$ cat config.mk
export PLATFORM = sky130hd
export DESIGN_NAME = span_tier_spread_engine
export DESIGN_NICKNAME = d
export VERILOG_FILES = /design/src/rtl/span_tier_spread_engine.sv
export SDC_FILE = /design/constraint.sdc
export NUM_CORES = 1
export LEC_CHECK = 0
export ABC_AREA = 1
export ABC_CLOCK_PERIOD_IN_PS = 20700
export CAP_MARGIN = 10
export CORE_UTILIZATION = 47
export CTS_CLUSTER_SIZE = 28
export DETAILED_ROUTE_END_ITERATION = 7
export PLACE_DENSITY = 0.74
export SYNTH_ARGS = -nofsm -noshare
export SYNTH_HDL_FRONTEND = slang
export SYNTH_SLANG_ARGS = --single-unit
$ cat constraint.sdc
create_clock -name clk -period 20.7 [get_ports clk]
set_input_delay 4.14 -clock clk [delete_from_list [all_inputs] [get_ports clk]]
set_output_delay 4.14 -clock clk [all_outputs]
set_load 0.02 [all_outputs]
$ cat src/rtl/span_tier_spread_engine.sv
// ---------------------------------------------------------------------------
// span_tier_spread_engine
//   SPAN intra-commodity tier-spread engine. Captures a snapshot of per-tier
//   long/short positions and charges, walks every tier pair (i<j) in
//   lexicographic order one per cycle, nets opposing positions into spread
//   charges, then charges leftover positions per tier at outright rates.
//
//   Optional build macro: SPAN_TIER_SAT_EN
//     defined   -> accumulators clamp to 2^ACC_W-1 on overflow
//     undefined -> accumulators wrap modulo 2^ACC_W
//   overflow is sticky per job in both builds.
//
// Ports:
//   clk, reset       clock, synchronous active-low reset
//   in_valid/ready   snapshot handshake (ready only while idle)
//   long_in/short_in packed per-tier positions, tier 0 in LSBs
//   spread_chg       packed per-pair spread charge, pair 0 in LSBs
//   outright_chg     packed per-tier outright charge
//   out_valid/ready  result handshake, outputs held until accepted
//   spread_total     accumulated spread charge
//   outright_total   accumulated outright charge
//   long_res/short_res residual positions
//   overflow         an accumulator carried out of ACC_W during this job
// ---------------------------------------------------------------------------
module span_tier_spread_engine #(
    parameter  int NUM_TIERS = 4,
    parameter  int POS_W     = 7,
    parameter  int CHG_W     = 8,
    parameter  int ACC_W     = 20,
    localparam int NUM_PAIRS = NUM_TIERS * (NUM_TIERS - 1) / 2
) (
    input  logic                          clk,
    input  logic                          reset,
    input  logic                          in_valid,
    output logic                          in_ready,
    input  logic [NUM_TIERS*POS_W-1:0]    long_in,
    input  logic [NUM_TIERS*POS_W-1:0]    short_in,
    input  logic [NUM_PAIRS*CHG_W-1:0]    spread_chg,
    input  logic [NUM_TIERS*CHG_W-1:0]    outright_chg,
    output logic                          out_valid,
    input  logic                          out_ready,
    output logic [ACC_W-1:0]              spread_total,
    output logic [ACC_W-1:0]              outright_total,
    output logic [NUM_TIERS*POS_W-1:0]    long_res,
    output logic [NUM_TIERS*POS_W-1:0]    short_res,
    output logic                          overflow
);

    localparam int TW     = $clog2(NUM_TIERS);
    localparam int PIW    = (NUM_PAIRS > 1) ? $clog2(NUM_PAIRS) : 1;
    localparam int PROD_W = CHG_W + POS_W + 1;
    // Sum wide enough to expose the carry even when a product is wider than
    // the accumulator.
    localparam int SUM_W  = ((ACC_W > PROD_W) ? ACC_W : PROD_W) + 1;

    localparam logic [TW-1:0]  LAST_T = TW'(NUM_TIERS - 1);
    localparam logic [PIW-1:0] LAST_P = PIW'(NUM_PAIRS - 1);

    typedef enum logic [1:0] {IDLE, PAIR, OUTR, DONE} state_t;

    state_t state_q, state_d;

    logic [NUM_TIERS-1:0][POS_W-1:0] long_q, long_d, short_q, short_d;
    logic [NUM_PAIRS-1:0][CHG_W-1:0] spr_q, spr_d;
    logic [NUM_TIERS-1:0][CHG_W-1:0] outr_q, outr_d;
    logic [PIW-1:0]                  p_q, p_d;
    logic [TW-1:0]                   i_q, i_d, j_q, j_d, t_q, t_d;
    logic [ACC_W-1:0]                sacc_q, sacc_d, oacc_q, oacc_d;
    logic                            ovf_q, ovf_d;

    logic [POS_W-1:0]  l_i, s_i, l_j, s_j, m_a, m_b;
    logic [POS_W:0]    m_sum, t_sum;
    logic [PROD_W-1:0] sp_prod, or_prod;
    logic [ACC_W:0]    sp_add, or_add;

    // Returns {carry, result}; result wraps or clamps depending on build.
    function automatic logic [ACC_W:0] acc_add(input logic [ACC_W-1:0]  a,
                                               input logic [PROD_W-1:0] b);
        logic [SUM_W-1:0] s;
        logic             c;
        s = SUM_W'(a) + SUM_W'(b);
        c = |s[SUM_W-1:ACC_W];
`ifdef SPAN_TIER_SAT_EN
        return {c, c ? {ACC_W{1'b1}} : s[ACC_W-1:0]};
`else
        return {c, s[ACC_W-1:0]};
`endif
    endfunction

    // Pair datapath: cross-match long of one tier against short of the other.
    always_comb begin
        l_i     = long_q[i_q];
        s_i     = short_q[i_q];
        l_j     = long_q[j_q];
        s_j     = short_q[j_q];
        m_a     = (l_i < s_j) ? l_i : s_j;
        m_b     = (s_i < l_j) ? s_i : l_j;
        m_sum   = {1'b0, m_a} + {1'b0, m_b};
        sp_prod = PROD_W'(spr_q[p_q]) * PROD_W'(m_sum);
        t_sum   = {1'b0, long_q[t_q]} + {1'b0, short_q[t_q]};
        or_prod = PROD_W'(outr_q[t_q]) * PROD_W'(t_sum);
        sp_add  = acc_add(sacc_q, sp_prod);
        or_add  = acc_add(oacc_q, or_prod);
    end

    always_comb begin
        state_d = state_q;
        long_d  = long_q;
        short_d = short_q;
        spr_d   = spr_q;
        outr_d  = outr_q;
        p_d     = p_q;
        i_d     = i_q;
        j_d     = j_q;
        t_d     = t_q;
        sacc_d  = sacc_q;
        oacc_d  = oacc_q;
        ovf_d   = ovf_q;
        unique case (state_q)
            IDLE: begin
                if (in_valid) begin
                    long_d  = long_in;
                    short_d = short_in;
                    spr_d   = spread_chg;
                    outr_d  = outright_chg;
                    p_d     = '0;
                    i_d     = '0;
                    j_d     = TW'(1);
                    t_d     = '0;
                    sacc_d  = '0;
                    oacc_d  = '0;
                    ovf_d   = 1'b0;
                    state_d = PAIR;
                end
            end
            PAIR: begin
                long_d[i_q]  = l_i - m_a;
                short_d[j_q] = s_j - m_a;
                short_d[i_q] = s_i - m_b;
                long_d[j_q]  = l_j - m_b;
                sacc_d       = sp_add[ACC_W-1:0];
                ovf_d        = ovf_q | sp_add[ACC_W];
                if (p_q == LAST_P) begin
                    t_d     = '0;
                    state_d = OUTR;
                end else begin
                    p_d = p_q + 1'b1;
                    // j wraps past the last tier: advance i, restart j at i+1
                    if (j_q == LAST_T) begin
                        i_d = i_q + 1'b1;
                        j_d = i_q + TW'(2);
                    end else begin
                        j_d = j_q + 1'b1;
                    end
                end
            end
            OUTR: begin
                oacc_d = or_add[ACC_W-1:0];
                ovf_d  = ovf_q | or_add[ACC_W];
                if (t_q == LAST_T) state_d = DONE;
                else               t_d     = t_q + 1'b1;
            end
            DONE: begin
                if (out_ready) state_d = IDLE;
            end
            default: state_d = IDLE;
        endcase
    end

    always_ff @(posedge clk) begin
        if (!reset) begin
            state_q <= IDLE;
            long_q  <= '0;
            short_q <= '0;
            spr_q   <= '0;
            outr_q  <= '0;
            p_q     <= '0;
            i_q     <= '0;
            j_q     <= '0;
            t_q     <= '0;
            sacc_q  <= '0;
            oacc_q  <= '0;
            ovf_q   <= 1'b0;
        end else begin
            state_q <= state_d;
            long_q  <= long_d;
            short_q <= short_d;
            spr_q   <= spr_d;
            outr_q  <= outr_d;
            p_q     <= p_d;
            i_q     <= i_d;
            j_q     <= j_d;
            t_q     <= t_d;
            sacc_q  <= sacc_d;
            oacc_q  <= oacc_d;
            ovf_q   <= ovf_d;
        end
    end

    // Gated by reset so the engine never advertises ready while held in reset.
    assign in_ready       = (state_q == IDLE) && reset;
    assign out_valid      = (state_q == DONE);
    assign spread_total   = sacc_q;
    assign outright_total = oacc_q;
    assign long_res       = long_q;
    assign short_res      = short_q;
    assign overflow       = ovf_q;

endmodule

## Word level (Yosys, flattened, before mapping)

Cells that the tools add are included.

- Logic and storage cells: 132
- Output and inout bits: 99
- Flip-flop bits (word level): 188

- Bitwise logic cells: 2
- Add/sub/neg operators: 13
- Equal/unequal tests: 13
- Magnitude comparators: 8
- Muxes and demuxes: 53
- Multipliers: 2
- Reductions and logical operators: 15

Operator list:

| cell | number |
|---|---|
| $bwmux W28 | 4 |
| $pmux W28 S2 | 2 |
| $bmux W7 S2 | 6 |
| $pmux W20 S2 | 2 |
| $mux W7 | 10 |
| $mux W28 | 2 |
| $add A20 B16 Y21 | 2 |
| $mul A8 B8 Y16 | 2 |
| $demux W7 S2 | 2 |
| $sub A7 B7 Y7 | 4 |
| $bmux W8 S3 | 1 |
| $mux W2 | 11 |
| $mux W20 | 1 |
| $add A7 B7 Y8 | 2 |
| $bmux W8 S2 | 1 |
| $mux W8 | 2 |
| $lt A7 B7 Y1 | 2 |
| $ne A2 B2 Y1 const B | 6 |
| $reduce_and A4 Y1 | 3 |
| $lt A2 B3 Y1 const B | 3 |
| $eq A2 B2 Y1 const B | 4 |
| $pmux W2 S2 | 2 |
| $pmux W2 S4 | 1 |
| $reduce_and A2 Y1 | 4 |
| other kinds (19) | 27 |

## Logic depth before layout (Yosys ltp)

- Depth after elaboration: 9
- Gate-level depth with buffers: 47
- Depth with buffers taken out: 45

## Worst setup path before layout

No wires, ideal clock.

- Kind: input-to-output
- From: in reset
- To: out in_ready
- Data arrival time: 4.809 ns
- Slack: 11.751 ns
- Stages on the path: 4
- Data required time: 16.560 ns
- Cells stage by stage: clkbuf_1 > clkbuf_1 > nand2_1 > inv_1

- Word-level cells in the longest chain between the ends: 1

Ends and longest elaborated chain:

| element | line | RTL |
|---|---|---|
| start, declared | 33 | `input logic reset,` |
| $logic_and A1 B1 Y1 | 201 | `assign in_ready = (state_q == IDLE) && reset;` |
| end, declared | 35 | `output logic in_ready,` |

Every way passes these cells.

## Final worst setup path

Same ends and word-level chain as after synthesis.

==> flow_summary_export.csv <==
group,metric,value,unit
worst_setup_path,critical_path_arrival,5060,ps
sta,clock_skew,17.09,ps
finish,regArea,3764,um2
drt,wl_met2,25.17,mm
drt,wl_met1,26.34,mm
worst_setup_path,crit_path_start_kind,"primary input",
finish,areaGrowthSynthToFinish,18.84,%
global_routing,grt_pass1_vias,16920,
run,drv_cap,0,
clock_tree,cts_hold_buf,0,
yosys,synth_cell_types,58,
clock_tree,clockBufferDepth,2,
clock_tree,path_clk_slew,80,ps
sta,hold_viol,0,
worst_setup_path,crit_path_end_kind,"output pin",
worst_setup_path,slowest_delay,620,ps
drt,wirelength,58.10,mm
floorplanning,pin_count,239,
finish,fin_util,57.30,%
yosys,ys_ff_latch,188,
outcome,status,"completed",
placement,io_buffers,238,
clock_tree,ctsResizeCount,0,
clock_tree,post_cts_buffers,0,
drt,drt_pass1_iterations,6,
sta,period_minus_slack,9195,ps
yosys,synth_area,17320,um2
sta,setup_viol,0,
worst_setup_path,cp_top_family,"buffers and inverters",
global_routing,grt_overflow,0,
yosys,async_flop_share,0,%
sta,fmax,108.8,MHz
worst_setup_path,required,16560,ps
yosys,synth_edf_count,0,
min_path,hp-class,"flip-flop to flip-flop",
sta,fin_tns_setup,0,ps
worst_setup_path,critPathBufInv,3,
yosys,ys_seq_area_share,21.73,%
clock_tree,cts.htree.levels,4,
worst_setup_path,path_cells,"buf_2, nand2_1, inv_1, clkdlybuf4s50_1",
clock_tree,clkLatencyLatePin,470,ps
drt,drc,0,
finish,multi_input_area,11730,um2
floorplanning,start_util,48.22,%
drt,met3_length,4.871,mm
clock_tree,cts_tree,"done",
global_routing,grt_max_degree,112,
yosys,syn_nets,2976,
drt,routedWlPerCell,18.03,um
floorplanning,core_area,35910,um2
floorplanning,dieArea,37610,um2
drt,dr_total_vias,18020,
clock_tree,cts-root-buf,"clkbuf_16",
sta,period_share,44.42,%
drt,drtIter0Drc,1825,
sta,slew_headroom,26.85,%
worst_setup_path,slowest_stage,"clkdlybuf4s50_1",
worst_setup_path,worst-path-max-fanout,2,
global_routing,grt.total_usage,30.89,%
finish,nets,3134,
yosys,ys_warn_count,0,
placement,gp_congestion,0.9692,
drt,avgViaCountPerCell,5.594,
worst_setup_path,crit_type,"primary input to output pin",
finish,layout-drive-gt1-share,4.238,%
finish,antenna_cells,0,
yosys,synth-main-ff-cell,"dfxtp_1",
clock_tree,cts-buffers-inserted,17,
placement,detailed_place_hpwl,45.11,mm
finish,final_area,20580,um2
finish,nFillCells,3408,
floorplanning,die_h,193.9,um
floorplanning,fp.dieW,193.9,um
yosys,syn_area_per_cell,6.686,um2
sta,finalMaxSlewViolations,0,
drt,highest_layer,"met4",
drt,ant_nets,0,
global_routing,grt_pass1_wl,91.53,mm
sta,rsz0062_at_grt,"no",
placement,placedInstanceArea,19950,um2
floorplanning,rows,69,
sta,tightest_slew,1093,ps
clock_tree,clock_sinks,188,
yosys,syn_inst,2590,
global_routing,grt_antenna_before_repair,0,
-- cells in the mapped netlist (10+ instances only) --
cell | count | share of area, %
fa_1 | 103 | 12
ha_1 | 143 | 10
o21ai_0 | 238 | 6.9
a32oi_1 | 13 | 0.66
or2_2 | 10 | 0.36
xor2_1 | 15 | 0.76
a31oi_1 | 10 | 0.36
clkbuf_1 | 92 | 2.0
nor2_1 | 401 | 8.7
o22ai_1 | 24 | 0.87
nand4_1 | 11 | 0.40
nor3_1 | 12 | 0.35
nand3_1 | 119 | 3.4
inv_1 | 360 | 7.8
a21oi_1 | 196 | 5.7
nand2_1 | 508 | 11
buf_1 | 12 | 0.26
o221ai_1 | 24 | 1.2
dfxtp_1 | 188 | 22
-- through the flow --
stage          std cells  worst slack (ps)  hold slack, ps
5_1_grt             3222             11010           490.0
6_report            3222             11500           481.5
3_3_place_gp        3189             11490           455.5
2_1_floorplan       2590             11750           447.2
4_1_cts             3221             11500           482.9
3_5_place_dp        3189             11500           465.2
-- registers in the layout, summed over array words and instances, names as in the netlist, 3 cells and up --
| name | flops |
|---|---|
| outr_q | 32 |
| p_q | 3 |
| spread_total | 20 |
| long_res | 28 |
| outright_total | 20 |
| short_res | 28 |
| spr_q | 48 |
-- path summary, 6_finish.rpt --
kind,startpoint,slack [ps],to,cells after the start
max,reset,11500,in_ready,4
min,spr_q[34],480,spr_q[34],2
max reg2reg,i_q[1],11680,overflow,32
min reg2reg,spr_q[34],480,spr_q[34],2
-- tightest hold or removal path: stages (launching register included) --
cell	delay (ps)
dfxtp_1	330
nor2_1	40
nor2_1	80
-- kinds of logic (layout without fill, tap and decap cells) --
kind of cell | after synthesis | count (layout) | synth area share (%)
xor+xnor | 20 | 20 | 1.142
flops | 188 | 188 | 21.73
simple gates | 1101 | 1101 | 26.24
buf+inv | 484 | 655 | 10.70
compound gates | 550 | 550 | 17.88
mux | 1 | 1 | 0.05781
fa+ha+maj | 246 | 246 | 22.24
-- cell type report --
cell class,count,share of cell area (%)
Clock inverter,12,0.6809
Sequential cell,188,18.29
Clock buffer,20,2.268
Inverter,368,6.730
Multi-Input combinational cell,1918,57.00
Tap cell,461,2.803
Timing Repair Buffer,255,12.23
-- per-layer routing --
metal / up-vias / global-route usage, %
li1: 8664 / -
met2: 858 / 48.13
met4: 0 / 10.88
met5: - / 0
met3: 122 / 4.279
met1: 8379 / 43.62
-- cell usage in the layout, fill, tap and decap left out, types with 7 or more instances in the layout --
master           count
o22ai_1             24
inv_1              359
clkdlybuf4s50_1    237
o21ai_1             10
clkbuf_16           17
dfxtp_1            188
xor2_1              15
a21oi_1            196
fa_1               103
a211oi_1             7
buf_4               16
a31oi_1             10
or2_2               10
nand2_1            507
o21ai_0            237
ha_1               142
nand3_1            119
nand2_2             10
a32oi_1             13
nor3_1              12
nand4_1             11
nand3b_1             7
o221ai_1            24
nor2_1             401
Power is left out: the tool's default activity adds up to more than one toggle a clock period on the data nets, which glitch-free logic cannot reach.
